File: config.mk
export PLATFORM = sky130hd
export DESIGN_NAME = imem_arbiter
export DESIGN_NICKNAME = d
export VERILOG_FILES = /design/src/rtl/scc_pkg.sv /design/src/rtl/rr_arb2.sv /design/src/rtl/imem_arbiter.sv
export SDC_FILE = /design/constraint.sdc
export NUM_CORES = 1
export LEC_CHECK = 0
export CAP_MARGIN = 20
export CORE_AREA = 2 2 96 98
export DETAILED_ROUTE_END_ITERATION = 16
export DIE_AREA = 0 0 98 100
export DONT_BUFFER_PORTS = 1
export PLACE_DENSITY_LB_ADDON = 0.08
export SYNTH_ARGS = -nofsm -noshare
export SYNTH_HDL_FRONTEND = slang
export SYNTH_HIERARCHICAL = 1
export SYNTH_SLANG_ARGS = --single-unit
File: constraint.sdc
create_clock -name clk -period 4.1 [get_ports clk]
set_clock_uncertainty 0.05 [all_clocks]
set_input_delay 0.615 -clock clk [delete_from_list [all_inputs] [get_ports clk]]
set_output_delay 0.615 -clock clk [all_outputs]
set_load 0.01 [all_outputs]
File: src/rtl/scc_pkg.sv
// Shared types and constants for the instruction-memory arbiter.
package scc_pkg;

    // FSM state: records who owned the most recent grant.
    typedef enum logic [1:0] {
        ST_IDLE  = 2'd0,
        ST_FETCH = 2'd1,
        ST_LOAD  = 2'd2
    } arb_state_e;

    // Owner of the read response due back from memory next cycle.
    typedef enum logic [1:0] {
        RSP_NONE  = 2'd0,
        RSP_FETCH = 2'd1,
        RSP_LOAD  = 2'd2
    } rsp_tag_e;

    // Instruction returned for a rejected fetch.
    localparam logic [31:0] NOP_INSN = 32'hC800_0000;

    // Bit positions of the two requesters in request/grant vectors.
    localparam int REQ_F = 0;
    localparam int REQ_L = 1;

    // A fetch must be word aligned and fall inside the 2^(aw+2)-byte memory.
    function automatic logic fetch_addr_bad(input logic [31:0] addr, input int aw);
        return (addr[1:0] != 2'b00) || ((addr >> (aw + 2)) != 32'd0);
    endfunction

endpackage

File: src/rtl/rr_arb2.sv
// Two-requester round-robin arbiter. The pointer is advanced from the grant
// the parent actually issued, so overrides made outside this block still
// count towards fairness.
module rr_arb2
    import scc_pkg::*;
(
    input  logic       clk,
    input  logic       rst,
    input  logic [1:0] req_i,
    input  logic [1:0] won_i,
    output logic [1:0] gnt_o
);

    // 1: the loader wins the next tie; 0: fetch wins the next tie.
    logic pri_l_q;
    logic pri_l_d;

    // A lone requester wins outright; a tie goes to whoever was not served last.
    always_comb begin
        gnt_o = req_i;
        if (req_i == 2'b11) begin
            gnt_o        = 2'b00;
            gnt_o[REQ_L] = pri_l_q;
            gnt_o[REQ_F] = ~pri_l_q;
        end
    end

    // Hand priority to the requester that was not granted this cycle.
    always_comb begin
        pri_l_d = pri_l_q;
        if (won_i[REQ_F]) begin
            pri_l_d = 1'b1;
        end else if (won_i[REQ_L]) begin
            pri_l_d = 1'b0;
        end
    end

    // Pointer register; after reset the loader wins the first tie.
    always_ff @(posedge clk) begin
        if (rst) begin
            pri_l_q <= 1'b1;
        end else begin
            pri_l_q <= pri_l_d;
        end
    end

endmodule

File: src/rtl/imem_arbiter.sv
// Instruction-memory arbiter: shares one single-port synchronous SRAM between
// the instruction fetch unit and a loader. The loader can lock the memory for
// bursts, but fetch is never denied for more than STARVE_MAX cycles in a row.
module imem_arbiter
    import scc_pkg::*;
#(
    parameter int AW         = 10,
    parameter int STARVE_MAX = 4
) (
    input  logic          clk,
    input  logic          rst,
    // fetch side
    input  logic          f_req,
    input  logic [31:0]   f_addr,
    output logic          f_gnt,
    output logic          f_rvalid,
    output logic [31:0]   f_rdata,
    output logic          f_err,
    // loader side
    input  logic          l_req,
    input  logic          l_we,
    input  logic          l_lock,
    input  logic [31:0]   l_addr,
    input  logic [31:0]   l_wdata,
    output logic          l_gnt,
    output logic          l_rvalid,
    output logic [31:0]   l_rdata,
    // memory side
    output logic          mem_en,
    output logic          mem_we,
    output logic [AW-1:0] mem_addr,
    output logic [31:0]   mem_wdata,
    input  logic [31:0]   mem_rdata
);

    localparam int            CW         = $clog2(STARVE_MAX + 1);
    localparam logic [CW-1:0] STARVE_LIM = CW'(STARVE_MAX);

    arb_state_e    state_q, state_d;
    rsp_tag_e      tag_q, tag_d;
    logic          ferr_q, ferr_d;
    logic [CW-1:0] starve_q, starve_d;
    logic [31:0]   fhold_q;
    logic [31:0]   lhold_q;

    logic          f_bad;
    logic          lock_mode;
    logic          starved;
    logic [1:0]    rr_req;
    logic [1:0]    rr_gnt;
    logic [1:0]    win;
    logic          f_win;

    // Loader byte-offset and high address bits are ignored by design.
    logic unused_laddr;
    assign unused_laddr = ^{l_addr[31:AW+2], l_addr[1:0]};

    assign f_bad     = fetch_addr_bad(f_addr, AW);
    assign lock_mode = (state_q == ST_LOAD) && l_lock;
    assign starved   = (starve_q >= STARVE_LIM);
    assign rr_req    = rst ? 2'b00 : {l_req, f_req};

    rr_arb2 u_rr (
        .clk   (clk),
        .rst   (rst),
        .req_i (rr_req),
        .won_i (win),
        .gnt_o (rr_gnt)
    );

    // Pick the winner: a locked loader keeps the memory unless fetch has
    // been starved long enough; otherwise plain round-robin.
    always_comb begin
        win = 2'b00;
        if (rst) begin
            win = 2'b00;
        end else if (lock_mode) begin
            if (f_req && starved) begin
                win[REQ_F] = 1'b1;
            end else if (l_req) begin
                win[REQ_L] = 1'b1;
            end else if (f_req) begin
                win[REQ_F] = 1'b1;
            end
        end else begin
            win = rr_gnt;
        end
    end

    // A bad fetch wins arbitration (for fairness) but never reaches memory.
    assign f_win     = win[REQ_F];
    assign f_gnt     = f_win && !f_bad;
    assign l_gnt     = win[REQ_L];
    assign mem_en    = f_gnt || l_gnt;
    assign mem_we    = l_gnt && l_we;
    assign mem_addr  = l_gnt ? l_addr[AW+1:2] : f_addr[AW+1:2];
    assign mem_wdata = l_gnt ? l_wdata : 32'd0;

    // Count consecutive cycles in which a pending fetch was turned away.
    always_comb begin
        starve_d = starve_q;
        if (!f_req || f_win) begin
            starve_d = '0;
        end else if (!starved) begin
            starve_d = starve_q + 1'b1;
        end
    end

    // Owner tracking: a locked loader keeps LOAD across idle cycles.
    always_comb begin
        state_d = state_q;
        if (f_win) begin
            state_d = ST_FETCH;
        end else if (l_gnt) begin
            state_d = ST_LOAD;
        end else if (state_q == ST_LOAD && l_lock) begin
            state_d = ST_LOAD;
        end else begin
            state_d = ST_IDLE;
        end
    end

    // Tag next cycle's read data with its owner; loader writes return nothing.
    always_comb begin
        tag_d  = RSP_NONE;
        ferr_d = 1'b0;
        if (f_win) begin
            tag_d  = RSP_FETCH;
            ferr_d = f_bad;
        end else if (l_gnt && !l_we) begin
            tag_d = RSP_LOAD;
        end
    end

    // Responses are gated by rst so an access issued just before reset is
    // dropped and every output shows its reset value during reset.
    always_comb begin
        f_rvalid = !rst && (tag_q == RSP_FETCH);
        f_err    = f_rvalid && ferr_q;
        l_rvalid = !rst && (tag_q == RSP_LOAD);
        f_rdata  = fhold_q;
        l_rdata  = lhold_q;
        if (rst) begin
            f_rdata = 32'd0;
            l_rdata = 32'd0;
        end else begin
            if (f_rvalid) begin
                f_rdata = ferr_q ? NOP_INSN : mem_rdata;
            end
            if (l_rvalid) begin
                l_rdata = mem_rdata;
            end
        end
    end

    // FSM, starve counter, response tag and read-data hold registers.
    always_ff @(posedge clk) begin
        if (rst) begin
            state_q  <= ST_IDLE;
            tag_q    <= RSP_NONE;
            ferr_q   <= 1'b0;
            starve_q <= '0;
            fhold_q  <= 32'd0;
            lhold_q  <= 32'd0;
        end else begin
            state_q  <= state_d;
            tag_q    <= tag_d;
            ferr_q   <= ferr_d;
            starve_q <= starve_d;
            fhold_q  <= f_rdata;
            lhold_q  <= l_rdata;
        end
    end

endmodule
==> results of run 1 <==
[routing by layer]
metal / track usage, % / up-vias
met1: 24.10 / 1420
met3: 5.989 / 19
met4: 8.333 / 6
met2: 29.93 / 141
met5: 0 / -
li1: - / 1501
[how the worst max path moves through the flow]
stage                  endpoint  slack, ns                   from
finish              f_rdata[31]       1.48  state_q[0]$_SDFF_PP0_
CTS                 f_rdata[27]       1.44  state_q[0]$_SDFF_PP0_
global placement    mem_addr[9]       1.52                    rst
global route        mem_addr[3]       1.31                  l_req
detailed placement  mem_addr[9]       1.49                    rst
floorplan           mem_addr[5]       1.19                    rst
[logic make-up (layout without fill, tap and decap cells)]
kind of cell | count (synthesis) | count (layout) | share of synthesized area (%)
AOI/OAI and AO/OA | 131 | 131 | 18.50
xor gates and xnor gates | 1 | 1 | 0.2417
adders and majority gates | 2 | 2 | 0.6903
buffers and inverters | 42 | 27 | 6.317
DFF | 72 | 72 | 39.77
muxes | 12 | 12 | 3.659
and+or+nand+nor | 195 | 195 | 30.83
[through the flow]
stage          std cells  instance area (um2)  util, %  hold slack [ns]  worst slack (ns)
5_1_grt              551                 3819    42.96           0.2711             1.309
4_1_cts              551                 3819    42.96           0.2698             1.440
3_3_place_gp         535                 3606    40.56           0.3914             1.520
3_5_place_dp         535                 3606    40.56           0.3980             1.490
6_report             551                 3819    42.96           0.2999             1.476
2_1_floorplan        455                 3625        -           0.3899             1.194
[area by class of cell]
type | instances | area (um2)
fillers | 925 | 5071
multi-input cells | 341 | 1961
flip-flops and latches | 72 | 1441
well taps | 111 | 138.9
clock buffers | 11 | 131.4
clock inverters | 5 | 81.33
repair buffers | 5 | 37.54
inverters | 6 | 27.53
[power breakdown]
group	internal, mW	total, mW	switching (mW)
Clock	0.343	0.613	0.269
Sequential	0.715	0.723	0.00796
Combinational	0.0411	0.105	0.0639
Total	1.10	1.44	0.341
[sequential cells by signal, summed over array words and instances, names as in the netlist]
register,count
starve_q,3
lhold_q,32
ferr_q,1
tag_q,1
u_rr/pri_l_q,1
state_q,2
fhold_q,32
[cell usage in the layout, fill, tap and decap left out, types with 2 or more instances in the layout]
| cell | n |
|---|---|
| nor2b_1 | 2 |
| dfxtp_1 | 72 |
| a21oi_1 | 60 |
| clkbuf_1 | 2 |
| clkinv_4 | 2 |
| mux2_2 | 9 |
| ha_1 | 2 |
| a21boi_1 | 2 |
| nor3_1 | 9 |
| nor2_1 | 11 |
| bufinv_16 | 2 |
| nand3b_1 | 21 |
| buf_4 | 5 |
| nand3b_2 | 8 |
| inv_1 | 5 |
| mux2i_1 | 2 |
| and2_1 | 35 |
| nand2_1 | 62 |
| o21ai_0 | 64 |
| nand2b_1 | 33 |
| or3b_1 | 2 |
| clkbuf_8 | 9 |
| nor4_1 | 6 |
[critical path: stages (launching register included)]
cell,delay [ns]
dfxtp_1,0.38
or3b_1,0.42
clkinv_4,0.27
nor2_1,0.09
nor3_1,0.43
==> results.toml, run 1 <==
[setup_path]
cp.arrival_ns = 1.96
start_kind = "flop"
endpoint_kind = "output port"
required_ns = 3.43
r2r-start = "state_q[0]$_SDFF_PP0_"
critPathKind = "reg -> out"
r2r_slack_ns = 2.54
crit_fanout = 34
reg2reg_depth = 4
r2r-end = "fhold_q[21]$_SDFF_PP0_"

[route]
vias = 3087
highest_layer = "met5"
drcViolationCount = 0
drt_iter0_drc = 114
wl_met2_mm = 4.569
drt-pass1-iter-count = 4
wl_mm = 9.711
post_drt_wl_per_cell_um = 17.62
m1WireLength_mm = 4.086
vias_per_cell = 5.603
routed-wl-met3_um = 823
postRouteAntennaNets = 0

[pwr]
leakage_nw = 1.322
pwr_density_cell_mw_per_mm2 = 377.3
total_power_mw = 1.441
irDropWorstVdd_uv = 151.5

[hold_path]
hold_class = "in -> reg"
hold_end = "state_q[0]$_SDFF_PP0_"
whs_path_depth = 1
hold_start = "rst"

[timing]
max_freq_mhz = 381.2
min_period_over_period_pct = 63.99
rsz0062_at_grt = "false"
slew-limit-headroom_pct = 44.13
maxSlewViolCount = 0
tns_ns = 0
finalSetupViolations = 0
tightest_slew_ns = 0.8368
min_period_ns = 2.624
hold_violations = 0

[clock_network]
cts_hold_buf = 0
numCtsBuffers = 9
post_cts_resized = 0
clock_sinks = 72
cts_tree = "done"
cts_setup_buffers = 0
insertion_delay_ns = 0.33
ctsLongestPathBuffers = 2
htreeDepth = 3
clk_pin_slew_ns = 0.07
cts-root-buf = "clkbuf_8"

[synth]
synth_top_flop_cell = "dfxtp_1"
synth-seq-area-share_pct = 39.77
synth.most_common_cell = "dfxtp_1"
synth.avg_cell_area_um2 = 7.966
synth_edf_count = 0
synthCells = 455
syn_nets = 591
synth_top_cell_area_share_pct = 39.77
async_flop_share_pct = 0
yosys_warnings = 6
ys_seq_elements = 72
ys_top_cells_by_count = "72 x dfxtp_1, 64 x o21ai_0, 62 x nand2_1, 60 x a21oi_1, 35 x and2_1"
synth_area_leaders = "dfxtp_1 40%, o21ai_0 8.8%, a21oi_1 8.3%, nand2_1 6.4%, and2_1 6.0%"
syn_area_mm2 = 0.003625
synth_top_cell_by_area = "dfxtp_1"
ys_types = 38

[grt]
grt_first_pass_wirelength_mm = 14.45
grt_max_degree = 107
grt_pass1_vias = 2790
gr-usage-all-layers_pct = 19.02
antenna_found_initial = 3
grt_overflow_total = 0

[finish]
drive_gt1_share_pct = 9.318
diodes = 0
area_delta_synth_final_pct = 5.350
nets = 571

[run_status]
run_status = "finished clean"

[place]
io_buffers = 0
dp_hpwl_mm = 6.921
place.gp.congestion = 0.7951

[floorplan]
fp.coreArea_mm2 = 0.008890
die_height_um = 100
fp.dieArea_mm2 = 0.009800
initial_utilization_pct = 40.77
row_count = 35
dieWidth_um = 98
ios = 247

[flow_run]
cap_violations = 0
Power figures use the tool's default switching activity.
==> run 2: changes to the inputs <==
==> constraint.sdc (replaced) <==
create_clock -name clk -period 2.4 [get_ports clk]
set_clock_uncertainty 0.05 [all_clocks]
set_input_delay 0.36 -clock clk [delete_from_list [all_inputs] [get_ports clk]]
set_output_delay 0.36 -clock clk [all_outputs]
set_load 0.01 [all_outputs]
==> results.toml, run 2 (synthesized netlist as in run 1, its figures left out) <==
[place]
dp_hpwl_mm = 6.950
dp_cells = 535
io_buffers = 0
place.gp.congestion = 0.7889

[floorplan]
die_height_um = 100
fp.dieArea_mm2 = 0.009800
ios = 247
fp.coreArea_mm2 = 0.008890
row_count = 35
dieWidth_um = 98
initial_utilization_pct = 40.77

[clock_network]
post_cts_resized = 0
numCtsBuffers = 9
htreeDepth = 3
cts_tree = "done"
insertion_delay_ns = 0.32
clock_sinks = 72
ctsLongestPathBuffers = 2
cts_setup_buffers = 0
cts-root-buf = "clkbuf_8"
clk_pin_slew_ns = 0.07
cts_hold_buf = 0

[route]
vias_per_cell = 5.652
routed-wl-met3_um = 976
postRouteAntennaNets = 0
m1WireLength_mm = 4.031
post_drt_wl_per_cell_um = 17.81
vias = 3120
drt_iter0_drc = 184
wl_met2_mm = 4.673
drt-pass1-iter-count = 5
wl_mm = 9.833
drcViolationCount = 0
highest_layer = "met5"

[timing]
hold_violations = 0
maxSlewViolCount = 0
finalSetupViolations = 0
tns_ns = 0
whs_ns = 0.05151
slew-limit-headroom_pct = 43.30
tightest_slew_ns = 0.8493
min_period_over_period_pct = 96.03
rsz0062_at_grt = "true"
min_period_ns = 2.305
max_freq_mhz = 433.9

[finish]
nets = 571
final_cells = 552
n_fill_cell = 903
final_core_util_pct = 43.90
multi_input_area_mm2 = 0.001994
drive_gt1_share_pct = 11.36
reg.largest.list = "fhold_q x32, lhold_q x32, starve_q x3"
final_cell_mix = "72 x dfxtp_1, 64 x o21ai_0, 62 x nand2_1"
register_area_mm2 = 0.001441
final_common_cell = "dfxtp_1"
area_delta_synth_final_pct = 7.663

[pwr]
leakage_nw = 1.351
irDropWorstVdd_uv = 347.8
pwr_density_cell_mw_per_mm2 = 664.9

[grt]
grt_overflow_total = 0
grt_max_degree = 107
antenna_found_initial = 3
grt_pass1_vias = 2760
gr-usage-all-layers_pct = 18.99
grt_first_pass_wirelength_mm = 14.52

[setup_path]
crit_fanout = 34
crit_buf_inv = 1
required_ns = 1.99
critPathKind = "reg -> out"
max_stage_delay_ns = 0.46
crit_chain = "or3b_1, inv_8, nand3b_1, a21oi_1"
endpoint_kind = "output port"
slowest_stage = "or3b_1"
critical_path.top_delay_family = "simple AND/OR/NAND/NOR gates"
start_kind = "flop"
cp.arrival_ns = 1.89

[flow_run]
cap_violations = 0

[run_status]
run_status = "finished clean"

[hold_path]
hold_class = "in -> reg"
==> run 2: cell count changes in the layout (fill, tap and decap cells not counted), sizes merged <==
cell	previous run	this run
clkinvlp	1	0
diode	0	1
clkinv	3	2
bufinv	2	3
inv	5	6
==> run 2: through the flow <==
stage / cell area (um2) / setup slack, ns / power [mW]
2_1_floorplan: 3625 / 0.003760 / 1.442
3_3_place_gp: 3618 / 0.4031 / 1.444
3_5_place_dp: 3618 / 0.3802 / 1.447
4_1_cts: 3864 / 0.008918 / 2.635
5_1_grt: 3900 / -0.02898 / 2.699
6_report: 3902 / 0.09524 / 2.595
==> run 2: worst register-to-register path, delay by kind of cell, from the launching register on <==
kind | cells | cell delay [ns]
buffers and inverters | 1 | 0.30
flip-flops | 1 | 0.39
AND/OR/NAND/NOR | 3 | 0.82
==> run 2: final cells by class <==
type	count	share of cell area, %
antenna	1	0.06412
clock buffer	11	3.623
clock inverter	5	2.661
inverter	6	0.7695
multi-input combinational	341	51.11
sequential	72	36.93
tap	111	3.559
timing repair buffer	5	1.282
==> run 2: report_power, final <==
| group | leakage (nW) | switching [mW] | total [mW] | internal (mW) |
|---|---|---|---|---|
| registers | 0.583 | 0.0141 | 1.24 | 1.22 |
| logic | 0.645 | 0.110 | 0.184 | 0.0733 |
| clock network | 0.124 | 0.455 | 1.18 | 0.720 |
==> run 2: worst paths after layout <==
path	startpoint	endpoint	slack, ns	cells after the start
min	rst	fhold_q[1]$_SDFF_PP0_	0.05	1
min reg2reg	fhold_q[1]$_SDFF_PP0_	fhold_q[1]$_SDFF_PP0_	0.41	2
max	state_q[0]$_SDFF_PP0_	f_rdata[11]	0.1	4
max reg2reg	state_q[0]$_SDFF_PP0_	fhold_q[27]$_SDFF_PP0_	0.73	4
==> run 2: metal layers <==
layer,GRT usage (%),up-vias
met2,29.35,173
li1,-,1502
met5,0,-
met3,8.008,16
met4,5.876,6
met1,24.22,1423
==> run 3: changes to the inputs <==
--- a/config.mk
+++ b/config.mk
@@ -7,10 +7,12 @@
 export LEC_CHECK = 0
 export CAP_MARGIN = 20
 export CORE_AREA = 2 2 96 98
+export CTS_CLUSTER_SIZE = 8
 export DETAILED_ROUTE_END_ITERATION = 16
 export DIE_AREA = 0 0 98 100
 export DONT_BUFFER_PORTS = 1
 export PLACE_DENSITY_LB_ADDON = 0.08
+export SLEW_MARGIN = 30
 export SYNTH_ARGS = -nofsm -noshare
 export SYNTH_HDL_FRONTEND = slang
 export SYNTH_HIERARCHICAL = 1
==> results of run 3 <==
The final DEF is identical to that of run 2; final timing and power are the same.
==> variant 1 (flow settings as in run 2) <==
`AW`: 10 -> 12.
--- a/src/rtl/imem_arbiter.sv
+++ b/src/rtl/imem_arbiter.sv
@@ -4,7 +4,7 @@
 module imem_arbiter
     import scc_pkg::*;
 #(
-    parameter int AW         = 10,
+    parameter int AW         = 12,
     parameter int STARVE_MAX = 4
 ) (
     input  logic          clk,
Ports: changed (resized mem_addr); port bits go from 247 to 249. No check against the original RTL was run, so the function may have changed too.
==> variant 1 against run 2 <==
Clock power up 8%; hold slack lost 0.013 ns; power grew 4.3%; die area is the same; synthesized area is 1.0% lower; non-clock buffer count increased by 2; count of clock-buffer cells in the layout unchanged; register-to-register slack improved by 0.03 ns; highest routed layer unchanged; worst setup slack better by 0.014 ns; cell area up 0.55%; sequential cell count did not move; largest power group is now the clock network; global-route usage grew 0.86 points; wire length up 4.4%.
==> variant 1: results (changes against run 2) <==
run status -> complete, no violations (unchanged)
YS warnings -> 6 (unchanged)
Top FF cell, synth -> dfxtp_1 (unchanged)
Setup WS pre-CTS -> 0.3965 ns (was 0.3802 ns)
TritonCTS buffer count -> 9 (unchanged)
r2r setup slk -> 0.76 ns (was 0.73 ns)
vias in the first global route -> 2719 (was 2760)
WL per Instance -> 18.36 µm (was 17.81 µm)
sequential fraction of the synthesis area -> 40.18% (was 39.77%)
DPL Wire Length -> 7.490 mm (was 6.950 mm)
Static Leak -> 0.001356 µW (was 0.001351 µW)
r2r endpoint -> fhold_q[27]$_SDFF_PP0_ (unchanged)
DR iter-0 viols -> 190 (was 184)
clock latency at the later pin of the worst-skew pair -> 0.34 ns (was 0.32 ns)
maximum VDD drop -> 0.2925 mV (was 0.3478 mV)
GR Util All Layers -> 19.85% (was 18.99%)
Synth area leaders -> dfxtp_1 (40%), o21ai_0 (8.9%), a21oi_1 (8.4%) (was dfxtp_1 (40%), o21ai_0 (8.8%), a21oi_1 (8.3%))
ys async rst share -> 0% (unchanged)
Nets -> 576 (was 571)
DRT Pass-1 Iters -> 4 (was 5)
DR vias -> 3080 (was 3120)
hold endpoint -> fhold_q[0]$_SDFF_PP0_ (was fhold_q[1]$_SDFF_PP0_)
syn_nets -> 594 (was 591)
share of layout cells above drive strength 1 -> 9.888% (was 11.36%)
most frequent cells after synthesis -> dfxtp_1 (72), o21ai_0 (64), nand2_1 (63) (was dfxtp_1 (72), o21ai_0 (64), nand2_1 (62))
largest net degree at the start of global routing -> 107 (unchanged)
routability congestion estimate -> 0.8728 (was 0.7889)
distinct cell type count after synthesis -> 32 (was 38)
Slew @ Worst Pin -> 0.7887 ns (was 0.8493 ns)
Psw -> 583.7 µW (was 579.7 µW)
final hold slack -> 0.03820 ns (was 0.05151 ns)
initial antenna violation count -> 2 (was 3)
first-pass GRT wire length -> 14.85 mm (was 14.52 mm)
==> variant 1: cell type report <==
| class | instances | area [µm²] |
|---|---|---|
| multi-input combinational | 344 | 1974 |
| sequential | 72 | 1441 |
| tap | 111 | 138.9 |
| antenna | 3 | 7.507 |
| fill | 908 | 4966 |
| inverter | 6 | 27.53 |
| timing repair buffer | 7 | 65.06 |
| clock inverter | 5 | 127.6 |
| clock buffer | 11 | 141.4 |
==> variant 1: layer usage <==
metal  global-route usage, %  share of wire (%)  up-vias
met1                   25.72                 41     1391
met3                   7.660                 12       14
met5                       0               0.13        -
met4                   7.265                1.9        2
met2                   30.14                 46      149
li1                        -                  -     1524
==> variant 1: worst max path at each step <==
stage | startpoint | depth (start not counted) | slack, ns | endpoint
6_report | state_q[0]$_SDFF_PP0_ | 4 | 0.11 | f_rdata[28]
5_1_grt | state_q[0]$_SDFF_PP0_ | 4 | -0.03 | f_rdata[26]
3_5_place_dp | l_req | 6 | 0.40 | mem_addr[6]
3_3_place_gp | l_req | 6 | 0.42 | mem_addr[6]
2_1_floorplan | rst | 9 | 0.24 | mem_wdata[23]
4_1_cts | state_q[0]$_SDFF_PP0_ | 4 | 0.05 | f_rdata[31]
==> variant 1: worst max-delay path, stage by stage (launching register included) <==
cell	delay, ns
dfxtp_1	0.39
or3b_1	0.43
clkinv_4	0.24
nand3b_1	0.16
a21oi_1	0.30
==> variant 1: power by group through the flow <==
| stage | Sequential [µW] | Clock (µW) | Combinational (µW) |
|---|---|---|---|
| floorplan | 1260 | 0 | 183 |
| global placement | 1260 | 0 | 187 |
| detailed placement | 1260 | 0 | 189 |
| CTS | 1230 | 1320 | 190 |
| global route | 1240 | 1370 | 209 |
| finish | 1230 | 1280 | 190 |
==> variant 1: through the flow <==
step | instances | instance area (µm²) | total power (µW)
finish | 559 | 3924 | 2705
floorplan | 458 | 3587 | 1440
detailed placement | 540 | 3625 | 1453
global placement | 540 | 3625 | 1449
CTS | 556 | 3894 | 2747
global route | 557 | 3919 | 2818
==> variant 1: timing repair <==
action	in CTS	in global routing
setup endpoints to repair	0	17
hold endpoints to repair	0	0
gates resized for setup	0	5
==> variant 1: kinds of logic after synthesis <==
group	Yosys count	share of synthesized area, %
buffers and inverters	42	5.650
AO/OA/AOI/OAI	131	18.70
XOR/XNOR	1	0.2442
adder cells (fa/ha/maj)	2	0.6975
flip-flops	72	40.18
multiplexers	14	4.325
AND/OR/NAND/NOR	196	30.21
==> variant 2 (settings of run 2) <==
Made on the original files. Take the reset off `fhold_q` and load it in a clocked block of its own.
--- a/src/rtl/imem_arbiter.sv
+++ b/src/rtl/imem_arbiter.sv
@@ -160,16 +160,18 @@
             tag_q    <= RSP_NONE;
             ferr_q   <= 1'b0;
             starve_q <= '0;
-            fhold_q  <= 32'd0;
             lhold_q  <= 32'd0;
         end else begin
             state_q  <= state_d;
             tag_q    <= tag_d;
             ferr_q   <= ferr_d;
             starve_q <= starve_d;
-            fhold_q  <= f_rdata;
             lhold_q  <= l_rdata;
         end
     end
 
+    always_ff @(posedge clk) begin
+        fhold_q <= f_rdata;
+    end
+
 endmodule
Behaviour: unchanged (equiv_simple and equiv_induct, registers matched by name and starting in step).
==> variant 2 against run 2 <==
Via count decreased by 8.6%; sequential share of layout area increased by 1.9 points; synthesized area decreased by 5.9%; first-iteration DRC count decreased by 38%; clock power decreased by 3%; sequential cell count unchanged; wire length increased by 1.0%; worst setup slack improved by 0.073 ns; cell area decreased by 4.8%; core utilization decreased by 2.1 points; die area unchanged; power decreased by 1.4%.
==> variant 2: results (changes against run 2) <==
clock latency at the later pin of the worst-skew pair -> 0.34 ns (was 0.32 ns)
Static Leak -> 0.001298 µW (was 0.001351 µW)
post-CTS setup buffer count -> 0 (unchanged)
initial antenna violation count -> 1 (was 3)
DR iter-0 viols -> 115 (was 184)
Setup WS pre-CTS -> 0.3130 ns (was 0.3802 ns)
final-layout fill cell count -> 894 (was 903)
DRT Pass-1 Iters -> 4 (was 5)
DPL Wire Length -> 7.047 mm (was 6.950 mm)
Root Driver -> clkbuf_8 (unchanged)
DR vias/cell -> 5.474 (was 5.652)
Port-buffer cells -> 0 (unchanged)
Synth area leaders -> dfxtp_1 (42%), o21ai_0 (9.2%), nand2_1 (6.8%) (was dfxtp_1 (40%), o21ai_0 (8.8%), a21oi_1 (8.3%))
worst hold path depth -> 1 (unchanged)
TritonCTS buffer count -> 9 (unchanged)
Psw -> 578.1 µW (was 579.7 µW)
Hold Crit Class -> in2reg (unchanged)
maximum VDD drop -> 0.2646 mV (was 0.3478 mV)
routability congestion estimate -> 0.8492 (was 0.7889)
GR Util All Layers -> 19.12% (was 18.99%)
Worst Path Max Fanout -> 34 (unchanged)
placed cell count -> 506 (was 535)
share of layout cells above drive strength 1 -> 9.512% (was 11.36%)
WL per Instance -> 19.07 µm (was 17.81 µm)
YS warnings -> 6 (unchanged)
worst path arrival time -> 1.82 ns (was 1.89 ns)
antenna cells -> 0 (was 1)
H-tree levels -> 3 (unchanged)
clock slew at reported path FFs -> 0.07 ns (about the same)
Largest regs -> fhold_q: 32 flops, lhold_q: 32 flops, starve_q: 3 flops (unchanged)
first-pass GRT wire length -> 14.51 mm (was 14.52 mm)
distinct cell type count after synthesis -> 35 (was 38)
Nets -> 542 (was 571)
CTS Buffer Depth -> 2 (unchanged)
most frequent cells after synthesis -> dfxtp_1 (72), o21ai_0 (63), nand2_1 (62) (was dfxtp_1 (72), o21ai_0 (64), nand2_1 (62))
Post-Syn Instances -> 419 (was 455)
sequential fraction of the synthesis area -> 42.26% (was 39.77%)
syn_nets -> 555 (was 591)
largest net degree at the start of global routing -> 98 (was 107)
vias in the first global route -> 2576 (was 2760)
area post-placement -> 3456 µm² (was 3618 µm²)
Slew @ Worst Pin -> 0.6401 ns (was 0.8493 ns)
Reg2Reg Depth -> 4 (unchanged)
run status -> complete, no violations (unchanged)
Final Non-Filler Cells -> 521 (was 552)
ys async rst share -> 0% (unchanged)
-- variant 2: final timing paths --
check	from	to	slack (ns)
max	state_q[0]$_SDFF_PP0_	f_rdata[23]	0.17
min	l_we	tag_q[1]$_SDFF_PP0_	0.04
max reg2reg	state_q[0]$_SDFF_PP0_	fhold_q[23]$_DFF_P_	0.73
min reg2reg	lhold_q[4]$_SDFF_PP0_	lhold_q[4]$_SDFF_PP0_	0.43
-- variant 2: worst max-delay path, cell delays in order, from the launching register on --
cell and delay [ns]:
dfxtp_1 0.40, or3b_4 0.45, clkinv_8 0.17, nand3b_1 0.10
a21oi_1 0.36
-- variant 2: area by class of cell --
cell class                 count  area [µm²]  share of cell area [%]
clock buffer                  10       127.6                   3.434
clock inverter                 5       106.4                   2.862
inverter                       6       35.03                  0.9428
multi-input combinational    309        1787                   48.08
sequential                    72        1441                   38.79
tap                          111       138.9                   3.737
timing repair buffer           8       80.08                   2.155
-- variant 2: logic make-up after synthesis --
| kind of cell | share of synthesized area [%] |
|---|---|
| simple gates | 31.58 |
| compound gates | 15.41 |
| flops | 42.26 |
| buf+inv | 5.869 |
| mux | 3.889 |
| fa+ha+maj | 0.7336 |
| xor+xnor | 0.2568 |
-- variant 2: power by group through the flow --
stage	clock network (µW)	registers [µW]	logic, µW
global placement	0	1260	181
CTS	1170	1230	183
floorplan	0	1260	167
detailed placement	0	1260	182
global route	1220	1240	200
finish	1140	1230	183
-- variant 2: repair_timing --
item,4_1_cts,5_1_grt
gates resized for setup,0,7
setup endpoints to repair,0,20
hold buffers,0,0
-- variant 2: metal layers --
metal | track usage (%) | part of all wire [%] | up-vias
li1 | - | - | 1378
met1 | 22.44 | 39 | 1321
met2 | 32.24 | 50 | 136
met3 | 6.476 | 8.2 | 17
met4 | 7.692 | 2.4 | 0
met5 | 0 | 0 | -
